File: config.mk
export PLATFORM = sky130hd
export DESIGN_NAME = atm_keypad_tx
export DESIGN_NICKNAME = d
export VERILOG_FILES = /design/src/rtl/atm_keypad_tx.sv
export SDC_FILE = /design/constraint.sdc
export NUM_CORES = 1
export LEC_CHECK = 0
export CORE_MARGIN = 2
export CORE_UTILIZATION = 59
export DETAILED_ROUTE_END_ITERATION = 8
export PLACE_DENSITY = 0.81
export SETUP_SLACK_MARGIN = 0.02
export SYNTH_ARGS = -nofsm -noshare
export SYNTH_HDL_FRONTEND = slang
export SYNTH_SLANG_ARGS = --single-unit
File: constraint.sdc
create_clock -name clk -period 5.2 [get_ports clk]
set_input_delay 0.52 -clock clk [delete_from_list [all_inputs] [get_ports clk]]
set_output_delay 0.52 -clock clk [all_outputs]
set_load 0.02 [all_outputs]
File: src/rtl/atm_keypad_tx.sv
`default_nettype none
// +--------------------------------------------------------------------------+
// | Module      : atm_keypad_tx                                              |
// | Description : Front-panel keypad sequencer for the ATM entry interface.  |
// |               Streams PIN digits to the controller, then collects the    |
// |               transaction type and a saturating decimal amount.          |
// | Revision    : 1.0 - initial release                                      |
// +--------------------------------------------------------------------------+
module atm_keypad_tx #(
  parameter int PIN_LEN     = 4,
  parameter int MAX_DIGITS  = 5,
  parameter int TIMEOUT_CYC = 1000000
) (
  input  logic        clk,
  input  logic        reset,
  input  logic        card_in,
  input  logic        key_valid,
  input  logic [3:0]  key_code,
  output logic        key_ready,
  input  logic        pin_ok,
  input  logic        pin_incorrecto,
  input  logic        bloqueo,
  output logic [3:0]  digito,
  output logic        digito_stb,
  output logic        tipo_trans,
  output logic [15:0] monto,
  output logic        monto_stb,
  output logic        locked,
  output logic        timeout_evt
);

  localparam int PCW = $clog2(PIN_LEN + 1);
  localparam int NDW = $clog2(MAX_DIGITS + 1);
  localparam int TW  = $clog2(TIMEOUT_CYC + 1);

  localparam logic [3:0] KEY_ENTER    = 4'hA;
  localparam logic [3:0] KEY_CLEAR    = 4'hB;
  localparam logic [3:0] KEY_CANCEL   = 4'hC;
  localparam logic [3:0] KEY_WITHDRAW = 4'hD;
  localparam logic [3:0] KEY_DEPOSIT  = 4'hE;

  typedef enum logic [2:0] {
    S_IDLE     = 3'd0,
    S_PIN      = 3'd1,
    S_PIN_WAIT = 3'd2,
    S_SEL      = 3'd3,
    S_AMT      = 3'd4,
    S_SEND     = 3'd5,
    S_DONE     = 3'd6,
    S_LOCK     = 3'd7
  } state_t;

  state_t          state, state_nxt;
  logic [PCW-1:0]  pin_cnt, pin_cnt_nxt;
  logic [15:0]     acc, acc_nxt;
  logic [NDW-1:0]  ndig, ndig_nxt;
  logic [TW-1:0]   tcnt, tcnt_nxt;

  logic [3:0]      digito_nxt;
  logic            digito_stb_nxt;
  logic            tipo_nxt;
  logic [15:0]     monto_nxt;
  logic            monto_stb_nxt;
  logic            timeout_nxt;
  logic            key_ready_nxt;
  logic            locked_nxt;

  logic            key_acc;
  logic            is_digit;
  logic            active;
  logic            tmo;
  logic [19:0]     amt_calc;

  assign key_acc  = key_valid & key_ready;
  assign is_digit = (key_code <= 4'd9);
  assign active   = (state == S_PIN) || (state == S_SEL) || (state == S_AMT);
  assign tmo      = active && (tcnt == TW'(TIMEOUT_CYC - 1));
  // 20 bits hold 65535*10+9 without overflow, so saturation is a plain compare
  assign amt_calc = 20'(acc) * 20'd10 + 20'(key_code);

  // Next-state and next-output decode, in priority order bloqueo > card > timeout > key
  always_comb begin
    state_nxt      = state;
    pin_cnt_nxt    = pin_cnt;
    acc_nxt        = acc;
    ndig_nxt       = ndig;
    digito_nxt     = digito;
    digito_stb_nxt = 1'b0;
    tipo_nxt       = tipo_trans;
    monto_nxt      = monto;
    monto_stb_nxt  = 1'b0;
    timeout_nxt    = 1'b0;

    if (bloqueo) begin
      state_nxt = S_LOCK;
    end else if ((state != S_LOCK) && !card_in) begin
      state_nxt = S_IDLE;
      acc_nxt   = '0;
      ndig_nxt  = '0;
    end else if (tmo) begin
      state_nxt   = S_IDLE;
      timeout_nxt = 1'b1;
    end else begin
      case (state)
        S_IDLE: begin
          state_nxt   = S_PIN;
          pin_cnt_nxt = '0;
          acc_nxt     = '0;
          ndig_nxt    = '0;
        end
        S_PIN: begin
          if (key_acc) begin
            if (is_digit) begin
              digito_nxt     = key_code;
              digito_stb_nxt = 1'b1;
              pin_cnt_nxt    = pin_cnt + PCW'(1);
              if (pin_cnt == PCW'(PIN_LEN - 1)) begin
                state_nxt = S_PIN_WAIT;
              end
            end else if (key_code == KEY_CANCEL) begin
              state_nxt = S_IDLE;
            end
          end
        end
        S_PIN_WAIT: begin
          if (pin_ok) begin
            state_nxt = S_SEL;
          end else if (pin_incorrecto) begin
            state_nxt   = S_PIN;
            pin_cnt_nxt = '0;
          end
        end
        S_SEL: begin
          if (key_acc) begin
            if (key_code == KEY_WITHDRAW) begin
              tipo_nxt  = 1'b1;
              state_nxt = S_AMT;
              acc_nxt   = '0;
              ndig_nxt  = '0;
            end else if (key_code == KEY_DEPOSIT) begin
              tipo_nxt  = 1'b0;
              state_nxt = S_AMT;
              acc_nxt   = '0;
              ndig_nxt  = '0;
            end else if (key_code == KEY_CANCEL) begin
              state_nxt = S_IDLE;
            end
          end
        end
        S_AMT: begin
          if (key_acc) begin
            if (is_digit) begin
              if (ndig < NDW'(MAX_DIGITS)) begin
                acc_nxt  = (amt_calc > 20'd65535) ? 16'hFFFF : amt_calc[15:0];
                ndig_nxt = ndig + NDW'(1);
              end
            end else if (key_code == KEY_CLEAR) begin
              acc_nxt  = '0;
              ndig_nxt = '0;
            end else if (key_code == KEY_CANCEL) begin
              state_nxt = S_IDLE;
            end else if ((key_code == KEY_ENTER) && (ndig != '0)) begin
              state_nxt     = S_SEND;
              monto_nxt     = acc;
              monto_stb_nxt = 1'b1;
            end
          end
        end
        S_SEND:  state_nxt = S_DONE;
        default: state_nxt = state;
      endcase
    end

    // Inactivity timer restarts on any state change or accepted key
    if ((state_nxt != state) || key_acc || !active) begin
      tcnt_nxt = '0;
    end else begin
      tcnt_nxt = tcnt + TW'(1);
    end

    key_ready_nxt = (state_nxt == S_PIN) || (state_nxt == S_SEL) || (state_nxt == S_AMT);
    locked_nxt    = (state_nxt == S_LOCK);
  end

  // State, datapath and registered outputs
  always_ff @(posedge clk) begin
    if (reset) begin
      state       <= S_IDLE;
      pin_cnt     <= '0;
      acc         <= '0;
      ndig        <= '0;
      tcnt        <= '0;
      digito      <= '0;
      digito_stb  <= 1'b0;
      tipo_trans  <= 1'b0;
      monto       <= '0;
      monto_stb   <= 1'b0;
      timeout_evt <= 1'b0;
      key_ready   <= 1'b0;
      locked      <= 1'b0;
    end else begin
      state       <= state_nxt;
      pin_cnt     <= pin_cnt_nxt;
      acc         <= acc_nxt;
      ndig        <= ndig_nxt;
      tcnt        <= tcnt_nxt;
      digito      <= digito_nxt;
      digito_stb  <= digito_stb_nxt;
      tipo_trans  <= tipo_nxt;
      monto       <= monto_nxt;
      monto_stb   <= monto_stb_nxt;
      timeout_evt <= timeout_nxt;
      key_ready   <= key_ready_nxt;
      locked      <= locked_nxt;
    end
  end

endmodule
`default_nettype wire
# [Word level (Yosys, flattened, before mapping)]
# Index checks and enable logic that the tools add are counted.
[classes] n_addsub=4 mul=1 order_cmp=3 n_eq_ne=28 mux=49 n_bitwise=10 reduce_logical=25
[ops] op="16-bit 2-to-1 mux" n=10
[ops] op="3-bit 2-to-1 mux" n=30
[ops] op="16-bit one-hot mux with 3 select lines" n=1
[ops] op="20-bit by 1-bit adder with 20-bit output (second input constant)" n=1
[ops] op="20-bit by 4-bit adder with 20-bit output" n=1
[ops] op="20-bit == test (second input constant)" n=1
[ops] op="4-bit == test (second input constant)" n=5
[ops] op="20-bit by 16-bit > comparator with 1-bit output (second input constant)" n=1
[ops] op="16-bit by 3-bit multiplier with 19-bit output (second input constant)" n=1
[ops] op="3-bit one-hot mux with 3 select lines" n=2
[ops] op="3-bit one-hot mux with 6 select lines" n=1
[ops] op="8-bit AND reduction" n=2
[ops] op="3-bit by 2-bit == test with 1-bit output (second input constant)" n=4
[ops] op="3-bit == test (second input constant)" n=4
[ops] op="6-bit AND reduction" n=2
[ops] op="1-bit inverter" n=9
[ops] op="9-bit AND reduction" n=1
[ops] op="9-bit OR reduction" n=1
[ops] op="2-bit inequality test (second input constant)" n=4
[ops] op="4-bit by 2-bit inequality test with 1-bit output (second input constant)" n=2
[ops] op="3-bit by 1-bit adder with 3-bit output (second input constant)" n=2
[ops] op="3-bit by 1-bit == test with 1-bit output (second input constant)" n=2
[ops] op="1-bit logical OR" n=6
[ops] op="3-bit by 2-bit inequality test with 1-bit output (second input constant)" n=2
[ops] op="other kinds (17)" n=25
[totals] reg_bits=71 out_inout_bits=26 word_cells=133

# [Depth between registers and ports, before layout]
[depth] depth_word=15 mapped_depth=13 depth_no_buf=12

# [Least setup slack after synthesis]
# OpenSTA, ideal clock, no wires.
[synth_timing] path_kind="reg2reg" startpoint="register acc[1]" endpoint="register acc[10]" setup_ns=0.145 t_arrival_ns=3.502 required_ns=5.055 setup_slack_ns=1.554 path_stages_with_launch=13 cell_sequence="dfxtp_1 -> ha_1 -> ha_1 -> inv_1 -> fa_1 -> inv_1 -> o2111ai_1 -> nor4_1 -> nand3_2 -> or4_4 -> o41ai_4 -> buf_6 -> a211oi_2"
[synth_via] elab_chain_cells=10
[synth_lines] element="start, declared" line="55" rtl="logic [15:0] acc, acc_nxt;"
[synth_lines] element="start signal, assigned" line="204" rtl="acc <= acc_nxt;"
[synth_lines] element="16-bit by 3-bit multiplier with 19-bit output (*)" line="79" rtl="assign amt_calc = 20'(acc) * 20'd10 + 20'(key_code);"
[synth_lines] element="20-bit by 4-bit adder with 20-bit output (*)" line="79"
[synth_lines] element="20-bit by 16-bit > comparator with 1-bit output" line="154" rtl="acc_nxt = (amt_calc > 20'd65535) ? 16'hFFFF : amt_calc[15:0];"
[synth_lines] element="16-bit 2-to-1 mux (*)" line="154"
[synth_lines] element="16-bit 2-to-1 mux (*)" line="153" rtl="if (ndig < NDW'(MAX_DIGITS)) begin"
[synth_lines] element="16-bit 2-to-1 mux (*)" line="152" rtl="if (is_digit) begin"
[synth_lines] element="16-bit 2-to-1 mux (*)" line="151" rtl="if (key_acc) begin"
[synth_lines] element="16-bit one-hot mux with 3 select lines (*)" line="104" rtl="case (state)"
[synth_lines] element="16-bit 2-to-1 mux (*)" line="100" rtl="end else if (tmo) begin"
[synth_lines] element="16-bit 2-to-1 mux (*)" line="96" rtl="end else if ((state != S_LOCK) && !card_in) begin"
# Every way passes the cells marked *; elsewhere a longest branch is shown, timed or not. The select of a mux whose other input is x is not followed.
# A chain may end at the register's enable or synchronous reset.

# [Final worst setup path]
[layout_timing] startpoint="register acc[1]" endpoint="register acc[11]"
# The elaborated chain is that of the path after synthesis.

==> out/qor.csv <==
metric,value,unit
initial DRC count,212,
H-tree levels,3,
Post-Synth Adder-Cell Area,10.50,%
leakage power,1.880,nW
gr ovfl total,0,
Yosys Warn Count,0,
max_cap viols,0,
ranking of synthesized cells by area,"dfxtp_1 (30%), ha_1 (9.6%), a21oi_1 (5.6%)",
"Net Count, Synth",591,
Fin Clk Skew,0.009562,ns
total negative setup slack,0,ns
Slew headroom,19.89,%
Core Area,0.007687,mm²
all-layer global routing usage,25.58,%
first-pass GRT wire length,18.08,mm
IO Count,37,
"Distinct cells, synth",70,
cell family with most CP delay,compound AO/OA/AOI/OAI gates,
largest net degree at the start of global routing,52,
Remaining DRCs,0,
reg2reg setup slack,0.76,ns
# hold bufs at CTS,0,
DR vias/cell,6.133,
post_cts resized,0,
initial antenna violation count,0,
period utilization,85.46,%
largest fanout on the critical path,16,
Final Net Count,612,
"CTS clk-pin slew, worst paths",0.08,ns
Final min period,4.444,ns
R2R depth,11,
Worst setup EP type,register,
main combinational cell family by area after synthesis,compound AO/OA/AOI/OAI gates,
CTS tree,done,
fmax,225.0,MHz
synthesized area per cell,8.618,µm²
share of cells above drive strength 1,8.451,%
peak supply drop,0.1871,mV
"slowest stage delay, CP",1.05,ns
CP Buf/Inv Count,2,
routed wire length,10.65,mm
Pre-antenna DRT Iters,5,
# rows,32,
mux contribution to synthesized area,4.286,%
diodes inserted,0,
Die W,92.98,µm
worst hold path class,register to register,
Synth async-reset ratio,0,%
Post-Synth XOR/XNOR Area,7.313,%
CP Data Required Time,5.37,ns
clk root buf,clkbuf_8,
WP depth,11,
Layout fillers,631,
die area,0.008644,mm²
dpl cells,654,
Hold Fails Final Rpt,0,
synthesized instance count,542,
register area share after synthesis,30.43,%
clk sink count,71,
Final setup viols,0,
total CTS buffers,9,
Seq cells post-synth,71,
cell area after synthesis,0.004671,mm²
die height,92.98,µm
Layout Cells excl Fill,670,
Buffers on Ports,36,
startpoint class of the critical path,register,
Crit Path Category,register to register,
top_reg_cell synth,dfxtp_1,
compound-gate portion of the synthesized area,22.90,%
Worst Tran Pin Value,1.200,ns
Initial Utilization,60.76,%
gpl congestion,0.8803,
share of the synthesized area in the top cell type,30.43,%
postcts setup bufs,0,
unrepaired setup endpoints after global routing,no,
PwrDens,213.6,mW/mm²
routed via count,4109,
hold depth,1,
"Slowest-stage cell, CP",o41ai_4,
crit-path cells,ha_1 > ha_1 > inv_1 > fa_1 > inv_1 > o2111ai_1 > nor4_1 > nand3_2 > or4_4 > o41ai_4 > a311oi_1,
final antenna-violating net count,0,
CTS max path bufs,2,
HPWL after detailed placement,7.596,mm
wire per inst,15.89,µm
vias in the first global route,3841,
area grow syn2layout,13.15,%
worst skew pair latency,0.35,ns
Max Transition Viols Final,0,
outcome,"complete, no violations",
CP arrival,4.61,ns
Simple-Gate Fraction of Synth Area,20.36,%
"area leader, netlist",dfxtp_1,
"EDFF count, synth",0,
==> cells by family after synthesis <==
family | Yosys count
buffers and inverters | 50
AND/OR/NAND/NOR | 186
AO/OA/AOI/OAI | 138
flip-flops | 71
XOR/XNOR | 39
adder cells (fa/ha/maj) | 38
multiplexers | 20
==> metal layers <==
metal	share of wire, %	track usage [%]	vias up	wire length (µm)
met3	5.6	5.721	25	594
met1	47	34.69	1921	4970
met5	0	0	-	0
met4	1.8	9.926	0	187
li1	-	-	2041	-
met2	46	39.73	122	4893
==> state kept, by name, summed over array words and instances (netlist names) <==
register,cells
tcnt,20
locked,1
state,3
tipo_trans,1
digito,4
pin_cnt,3
timeout_evt,1
monto_stb,1
digito_stb,1
acc,16
monto,16
ndig,3
key_ready,1
==> cells in the mapped netlist (3+ instances only) <==
| library cell | number |
|---|---|
| a21o_1 | 3 |
| nand2b_1 | 3 |
| inv_1 | 24 |
| nor2b_1 | 3 |
| mux2i_1 | 20 |
| nor4b_1 | 3 |
| o21ai_0 | 13 |
| o211ai_1 | 4 |
| a31oi_1 | 3 |
| and3_1 | 4 |
| nand4_1 | 11 |
| a311oi_1 | 7 |
| nor3b_1 | 5 |
| or2_2 | 3 |
| a21oi_1 | 52 |
| a211oi_1 | 8 |
| xnor2_1 | 15 |
| nand3_1 | 13 |
| and2_1 | 3 |
| clkbuf_1 | 24 |
| xor2_1 | 24 |
| ha_1 | 36 |
| o2111ai_1 | 4 |
| nor2_1 | 59 |
| a211oi_2 | 10 |
| nor3_1 | 28 |
| dfxtp_1 | 71 |
| nand2_1 | 29 |
| a211o_1 | 3 |
| or3_1 | 3 |
| or4_1 | 6 |
==> worst paths after layout <==
check | start | to
setup / recovery | acc[1] | acc[11]
hold / removal | tcnt[0] | tcnt[0]
setup reg to reg | acc[1] | acc[11]
hold reg to reg | tcnt[0] | tcnt[0]
==> per-stage QoR <==
stage	hold WS, ns	util (%)	instance area [µm²]	worst slack, ns	total power, W
floorplan	0.4319	-	4671	1.554	0.0006222
global placement	0.4388	65.89	5065	0.8810	0.0006452
detailed placement	0.4562	65.89	5065	0.7742	0.0006469
CTS	0.4681	68.75	5285	0.7517	0.001138
global route	0.4944	68.75	5285	0.4278	0.001170
finish	0.4626	68.75	5285	0.7563	0.001129
==> area by class of cell <==
cell class                 count  area, µm²  area share [%]
sequential                    71       1421           26.89
clock inverter                 7      96.34           1.823
multi-input combinational    421       3070           58.10
inverter                      24      90.09           1.705
clock buffer                   9      123.9           2.344
tap                          102      127.6           2.415
timing repair buffer          36      355.3           6.723
==> power by group <==
part	switching [W]	leakage, nW	internal, W
sequential	0.00000768	0.573	0.000546
combinational	0.0000565	1.19	0.0000262
clock	0.000221	0.114	0.000272
total	0.000285	1.88	0.000844
==> cell usage in the layout, fill, tap and decap left out, types with 5 or more instances in the layout <==
cell,synthesis,final
xnor2_1,15,15
inv_1,24,24
nand4_1,11,11
a211oi_1,8,8
clkbuf_8,0,9
ha_1,36,36
mux2i_1,20,20
o21ai_0,13,13
a211oi_2,10,10
nor2_1,59,57
clkdlybuf4s50_1,0,35
nand3_1,13,13
nor3_1,28,28
dfxtp_1,71,71
a311oi_1,7,7
or4_1,6,6
nor3b_1,5,5
a21oi_1,52,52
nand2_1,29,29
xor2_1,24,24
Power figures use the tool's default switching activity.
